--- config.mk ---
export PLATFORM = sky130hd
export DESIGN_NAME = hcsr04_emulador
export DESIGN_NICKNAME = d
export VERILOG_FILES = /design/src/rtl/hcsr04_emulador.sv
export SDC_FILE = /design/constraint.sdc
export NUM_CORES = 1
export LEC_CHECK = 0
export ABC_AREA = 1
export CAP_MARGIN = 10
export CORE_MARGIN = 2
export CORE_UTILIZATION = 50
export CTS_CLUSTER_DIAMETER = 150
export DETAILED_ROUTE_END_ITERATION = 7
export GPL_TIMING_DRIVEN = 0
export PLACE_DENSITY = 0.68
export SETUP_SLACK_MARGIN = 0.5
export SYNTH_ARGS = -nofsm -noshare
export SYNTH_HDL_FRONTEND = slang
export SYNTH_SLANG_ARGS = --single-unit
--- constraint.sdc ---
create_clock -name clock -period 3.7 [get_ports clock]
set_input_delay 0.74 -clock clock [delete_from_list [all_inputs] [get_ports clock]]
set_output_delay 0.74 -clock clock [all_outputs]
set_load 0.01 [all_outputs]
--- src/rtl/hcsr04_emulador.sv ---
// HC-SR04 ultrasonic sensor emulator: answers a qualified trigger pulse with an
// echo whose width encodes a programmed distance, for bench and board testing.
module hcsr04_emulador #(
  parameter int CICLOS_POR_US = 50,
  parameter int TRIG_MIN_US   = 10,
  parameter int ATRASO_US     = 400,
  parameter int CICLOS_POR_CM = 2941,
  parameter int DIST_MIN_CM   = 2,
  parameter int DIST_MAX_CM   = 400,
  parameter int TIMEOUT_US    = 38000,
  parameter int ESPERA_US     = 100
) (
  input  logic       clock,
  input  logic       reset,
  input  logic       trigger,
  input  logic [8:0] distancia,
  output logic       echo,
  output logic       ocupado,
  output logic [3:0] db_estado
);

  localparam int TRIG_CICLOS   = TRIG_MIN_US * CICLOS_POR_US;
  localparam int ATRASO_CICLOS = ATRASO_US * CICLOS_POR_US;
  localparam int ESPERA_CICLOS = ESPERA_US * CICLOS_POR_US;

  localparam int CNT_MAX_A = (TRIG_CICLOS > ATRASO_CICLOS) ? TRIG_CICLOS : ATRASO_CICLOS;
  localparam int CNT_MAX   = (CNT_MAX_A > ESPERA_CICLOS) ? CNT_MAX_A : ESPERA_CICLOS;
  localparam int CNT_W     = $clog2(CNT_MAX + 1);

  localparam int IN_MAX = (CICLOS_POR_CM > CICLOS_POR_US) ? CICLOS_POR_CM : CICLOS_POR_US;
  localparam int IN_W   = $clog2(IN_MAX + 1);

  localparam int OUT_MAX_A = (DIST_MAX_CM > TIMEOUT_US) ? DIST_MAX_CM : TIMEOUT_US;
  localparam int OUT_MAX   = (OUT_MAX_A > DIST_MIN_CM) ? OUT_MAX_A : DIST_MIN_CM;
  localparam int OUT_W     = $clog2(OUT_MAX + 1);

  localparam logic [CNT_W-1:0] TRIG_LIM   = CNT_W'(TRIG_CICLOS);
  localparam logic [CNT_W-1:0] ATRASO_FIM = CNT_W'(ATRASO_CICLOS - 2);
  localparam logic [CNT_W-1:0] ESPERA_FIM = CNT_W'(ESPERA_CICLOS - 1);
  localparam logic [8:0]       DIST_MIN_V = 9'(DIST_MIN_CM);
  localparam logic [8:0]       DIST_MAX_V = 9'(DIST_MAX_CM);

  typedef enum logic [3:0] {
    INICIAL   = 4'd0,
    MEDE_TRIG = 4'd1,
    ATRASO    = 4'd2,
    ECHO      = 4'd3,
    ESPERA    = 4'd4
  } estado_t;

  estado_t          estado_q, estado_d;
  logic             trig_meta_q, trig_meta_d;
  logic             trig_s_q, trig_s_d;
  logic             trig_ant_q, trig_ant_d;
  logic [CNT_W-1:0] cnt_q, cnt_d;
  logic [8:0]       dist_q, dist_d;
  logic [IN_W-1:0]  inner_q, inner_d;
  logic [IN_W-1:0]  lim_q, lim_d;
  logic [OUT_W-1:0] outer_q, outer_d;
  logic             echo_q, echo_d;
  logic             ocupado_q, ocupado_d;

  // NOTE: every signal gets its hold value first so no path through the case
  // leaves one unassigned (which would infer a latch).
  always_comb begin
    trig_meta_d = trigger;
    trig_s_d    = trig_meta_q;
    trig_ant_d  = trig_s_q;
    estado_d    = estado_q;
    cnt_d       = cnt_q;
    dist_d      = dist_q;
    inner_d     = inner_q;
    lim_d       = lim_q;
    outer_d     = outer_q;

    case (estado_q)
      INICIAL: begin
        cnt_d = '0;
        // Rising edge only, so a trigger still held high from before is not reused.
        // The detecting cycle is itself a high cycle, hence the count starts at 1.
        if (trig_s_q && !trig_ant_q) begin
          estado_d = MEDE_TRIG;
          cnt_d    = CNT_W'(1);
        end
      end
      MEDE_TRIG: begin
        if (trig_s_q) begin
          if (cnt_q < TRIG_LIM) cnt_d = cnt_q + CNT_W'(1);
        end else if (cnt_q < TRIG_LIM) begin
          estado_d = INICIAL;
        end else begin
          estado_d = ATRASO;
          dist_d   = distancia;
          cnt_d    = '0;
        end
      end
      ATRASO: begin
        // The falling-edge cycle counts as the first delay cycle.
        if (cnt_q == ATRASO_FIM) begin
          estado_d = ECHO;
          cnt_d    = '0;
          inner_d  = '0;
          if (dist_q > DIST_MAX_V) begin
            lim_d   = IN_W'(CICLOS_POR_US - 1);
            outer_d = OUT_W'(TIMEOUT_US);
          end else if (dist_q < DIST_MIN_V) begin
            lim_d   = IN_W'(CICLOS_POR_CM - 1);
            outer_d = OUT_W'(DIST_MIN_CM);
          end else begin
            lim_d   = IN_W'(CICLOS_POR_CM - 1);
            outer_d = OUT_W'(dist_q);
          end
        end else begin
          cnt_d = cnt_q + CNT_W'(1);
        end
      end
      ECHO: begin
        if (inner_q == lim_q) begin
          inner_d = '0;
          if (outer_q == OUT_W'(1)) estado_d = ESPERA;
          else                      outer_d  = outer_q - OUT_W'(1);
        end else begin
          inner_d = inner_q + IN_W'(1);
        end
      end
      ESPERA: begin
        if (cnt_q == ESPERA_FIM) estado_d = INICIAL;
        else                     cnt_d    = cnt_q + CNT_W'(1);
      end
      default: estado_d = INICIAL;
    endcase

    echo_d    = (estado_d == ECHO);
    ocupado_d = (estado_d == ATRASO) || (estado_d == ECHO) || (estado_d == ESPERA);
  end

  // NOTE: state registers use non-blocking assignments so every flop samples
  // the pre-edge values regardless of statement order.
  always_ff @(posedge clock) begin
    if (reset) begin
      estado_q    <= INICIAL;
      trig_meta_q <= 1'b0;
      trig_s_q    <= 1'b0;
      trig_ant_q  <= 1'b0;
      cnt_q       <= '0;
      dist_q      <= '0;
      inner_q     <= '0;
      lim_q       <= '0;
      outer_q     <= '0;
      echo_q      <= 1'b0;
      ocupado_q   <= 1'b0;
    end else begin
      estado_q    <= estado_d;
      trig_meta_q <= trig_meta_d;
      trig_s_q    <= trig_s_d;
      trig_ant_q  <= trig_ant_d;
      cnt_q       <= cnt_d;
      dist_q      <= dist_d;
      inner_q     <= inner_d;
      lim_q       <= lim_d;
      outer_q     <= outer_d;
      echo_q      <= echo_d;
      ocupado_q   <= ocupado_d;
    end
  end

  assign echo      = echo_q;
  assign ocupado   = ocupado_q;
  assign db_estado = estado_q;

endmodule

==> impl_metrics.csv <==
group,metric,value,unit
cts,cts_tree,"yes",
pwr,p_leak,1.84,nW
die,fp.dieH,94.3,um
detailed_routing,drc_errors,0,
min_path,holdPathEnd,"trig_ant_d",
cts,clockBufferDepth,2,
detailed_routing,wirelength,11200,um
synth,syn_nets,674,
grt,first_global_vias,4081,
layout,drive_above_1_share,7.85,%
worst_setup_path,r2r_end,"ocupado",
cts,clkTransAtPathRegs,0.07,ns
synth,yosys.area.top_type_share,31.5,%
cts,h-tree-depth,3,
timing,setup-tns-final,0,ns
detailed_routing,ant_nets,0,
layout,syn_to_final_growth,10.8,%
cts,cts_buffers,9,
pwr,vdd_drop_max,0.177,mV
grt,grt_pass1_wl,19200,um
worst_setup_path,startpoint_type,"flop",
synth,syn_area_per_cell,6.20,um2
placement,gp_congestion,0.989,
grt,grt_start_max_net_pins,11,
pwr,pwr-share-clk,40.3,%
detailed_routing,avgRoutedWirePerCell,14.1,um
synth,synthArstFlopShare,0,%
grt,antenna_found_initial,0,
pwr,power_density,277,nW/um2
synth,synth_cell_types,41,
cts,post_cts_buffers,0,
worst_setup_path,worst_path_max_delay_cell,"clkdlybuf4s50_1",
synth,synth_top_cell_by_area,"dfxtp_1",
detailed_routing,viasPerCell,5.52,
cts,cts_sinks,64,
worst_setup_path,rrSetupSlack,1.83,ns
cts,clockRootBuffer,"clkbuf_8",
worst_setup_path,path_cells,"clkdlybuf4s50_1",
worst_setup_path,crit_buf_inv,1,
min_path,hp-class,"reg -> reg",
worst_setup_path,crit_type,"reg -> out",
layout,diodes,0,
run_status,status,"finished clean",
cts,insertion_delay,0.33,ns
min_path,min_delay_path_depth,2,
worst_setup_path,critical-path-top-delay-family,"buffers and inverters",
die,ios,18,
grt,gr-total-overflow,0,
synth,synth.area.top_cells,"dfxtp_1 31%, nand2_1 15%, nor2_1 9.3%",
placement,hpwl,8510,um
grt,grt_usage,27.2,%
placement,place_inst,775,
placement,port_buffers,16,
timing,worst_pin_slew,0.666,ns
worst_setup_path,cpPeakStageDelay,0.57,ns
pwr,switching_share,24.3,%
die,start_util,52.2,%
pwr,seq_power_share,55.4,%
pwr,p_comb_share,4.2,%
worst_setup_path,critPathRequiredTime,2.96,ns
run,maxCapViolCount,0,
worst_setup_path,ff2ff_path_depth,9,
min_path,min_from,"trig_meta_q",
detailed_routing,drt_pass1_iterations,5,
timing,rsz0062_at_grt,"false",
worst_setup_path,cp_max_fo,4,
cts,cts_resized,0,
pwr,p_sw,0.303,mW
layout,stdcell_count,790,
synth,synth_edf_count,0,
die,rows,32,
worst_setup_path,endpoint_kind,"output port",
timing,clock-skew-final,0.00768,ns
detailed_routing,drt_iter0_drc,381,
synth,yosysWarnings,0,
worst_setup_path,r2r_start,"inner_q[6]",
detailed_routing,vias,4364,
worst_setup_path,cp.arrival,1.32,ns
cts,ctsHoldBuffers,0,
timing,finalCritPeriodShare,55.7,%
die,die_area,8880,um2
die,core,7810,um2
synth,syn-cell-area,4070,um2
timing,slew_viol_final,0,
synth,ys_seq_area_share,31.5,%
timing,fmax,0.485,GHz
timing,setup_violations,0,
synth,syn_inst,657,
die,die_x,94.3,um
timing,final-hold-violation-count,0,
layout,fin_nets,701,
timing,post-route-min-period,2.06,ns
timing,relSlewSlack,55.6,%
synth,synthFlopType,"dfxtp_1",
pwr,power.internal,0.947,mW
synth,ys_ff_latch,64,
==> state kept, by name (all words and copies together), names as in the netlist, 3 cells and up <==
name,flops
inner_q,12
dist_q,9
db_estado,4
outer_q,16
cnt_q,15
lim_q,3
==> power groups by stage <==
stage | clock, mW | combinational [mW] | sequential [mW]
global placement | 0 | 0.0521 | 0.708
global route | 0.548 | 0.0577 | 0.693
detailed placement | 0 | 0.0527 | 0.709
CTS | 0.513 | 0.0527 | 0.693
floorplan | 0 | 0.0274 | 0.708
finish | 0.504 | 0.0530 | 0.693
==> worst max path at each step <==
stage | startpoint | slack (ns) | endpoint | cells after the start
global placement | reset | 1.54 | outer_q[9] | 5
global route | db_estado[1] | 1.59 | db_estado[1] | 1
detailed placement | reset | 1.58 | outer_q[9] | 5
finish | db_estado[0] | 1.64 | db_estado[0] | 1
floorplan | reset | 2.14 | dist_q[5] | 5
CTS | db_estado[0] | 1.63 | db_estado[0] | 1
==> synthesized netlist by cell type (3+ instances only) <==
| library cell | n |
|---|---|
| clkbuf_1 | 8 |
| a21oi_1 | 48 |
| inv_1 | 66 |
| nand2_4 | 4 |
| o21ai_0 | 32 |
| nand2_1 | 161 |
| inv_2 | 5 |
| o211ai_1 | 6 |
| xor2_1 | 3 |
| buf_2 | 6 |
| a31oi_1 | 4 |
| nand4_1 | 19 |
| nor3_1 | 7 |
| nor2_2 | 4 |
| or2_2 | 4 |
| o21bai_1 | 3 |
| nand3_2 | 6 |
| nand3_1 | 72 |
| dfxtp_1 | 64 |
| nor2_1 | 101 |
| ha_1 | 5 |
| o21ai_1 | 5 |
==> worst register-to-register path, stage by stage (launching register included) <==
cell and delay, ns:
dfxtp_1 0.43, nand2_1 0.08, nor2_1 0.10, nand2_1 0.06, nand2_1 0.05, nand3_1 0.18, nand2_4 0.22, inv_1 0.20
nor2_1 0.28, a21oi_1 0.13
==> layout by cell type (no fill, tap or decap), types with 2 or more instances in the layout <==
cell type,count
nand3_4,2
nand2_4,4
dfxtp_1,64
nor2_1,101
clkdlybuf4s50_1,16
inv_1,66
nand3_1,72
ha_1,5
nand2_2,2
xnor2_1,2
a31oi_1,4
clkbuf_8,9
nor3_1,7
clkbuf_1,10
nand4_1,19
o211ai_1,6
xor2_1,3
nand3_2,6
o21ai_1,5
buf_6,2
nand2_1,161
o21ai_0,32
a21oi_1,48
nor2_2,4
or2_2,4
clkinv_2,4
inv_2,5
clkinv_4,2
o21bai_1,3
buf_2,6
==> layer usage <==
metal  global-route usage (%)  part of all wire (%)  up-vias
li1                         -                     -     2205
met1                     38.7                    49     2010
met2                     42.7                    44      139
met3                     3.53                   6.2       10
met4                     7.97                  0.92        0
met5                        0                     0        -
==> cells by family (layout without fill, tap and decap cells) <==
logic type	Yosys count	count (layout)	synth area share [%]
buf+inv	92	123	9.40
other cells	1	1	0.0921
compound gates	104	104	13.9
fa+ha+maj	5	5	1.54
flops	64	64	31.5
xor+xnor	5	5	1.08
simple gates	386	386	42.5
==> through the flow <==
| step | instance area [um2] | util [%] | hold slack [ns] | setup slack [ns] | power, mW |
|---|---|---|---|---|---|
| 2_1_floorplan | 4070 | - | 0.388 | 2.14 | 0.736 |
| 3_3_place_gp | 4360 | 55.8 | 0.398 | 1.54 | 0.761 |
| 3_5_place_dp | 4360 | 55.8 | 0.413 | 1.58 | 0.761 |
| 4_1_cts | 4510 | 57.8 | 0.432 | 1.63 | 1.26 |
| 5_1_grt | 4510 | 57.8 | 0.454 | 1.59 | 1.30 |
| 6_report | 4510 | 57.8 | 0.433 | 1.64 | 1.25 |
==> cell type report <==
class | count | area (um2)
buffer | 17 | 90.1
clock buffer | 11 | 131
clock inverter | 4 | 22.5
fill | 785 | 3290
inverter | 75 | 293
multi-input combinational | 501 | 2410
sequential | 64 | 1280
tap | 102 | 128
timing repair buffer | 16 | 160
Note: power is estimated with default switching activity, not from simulation.
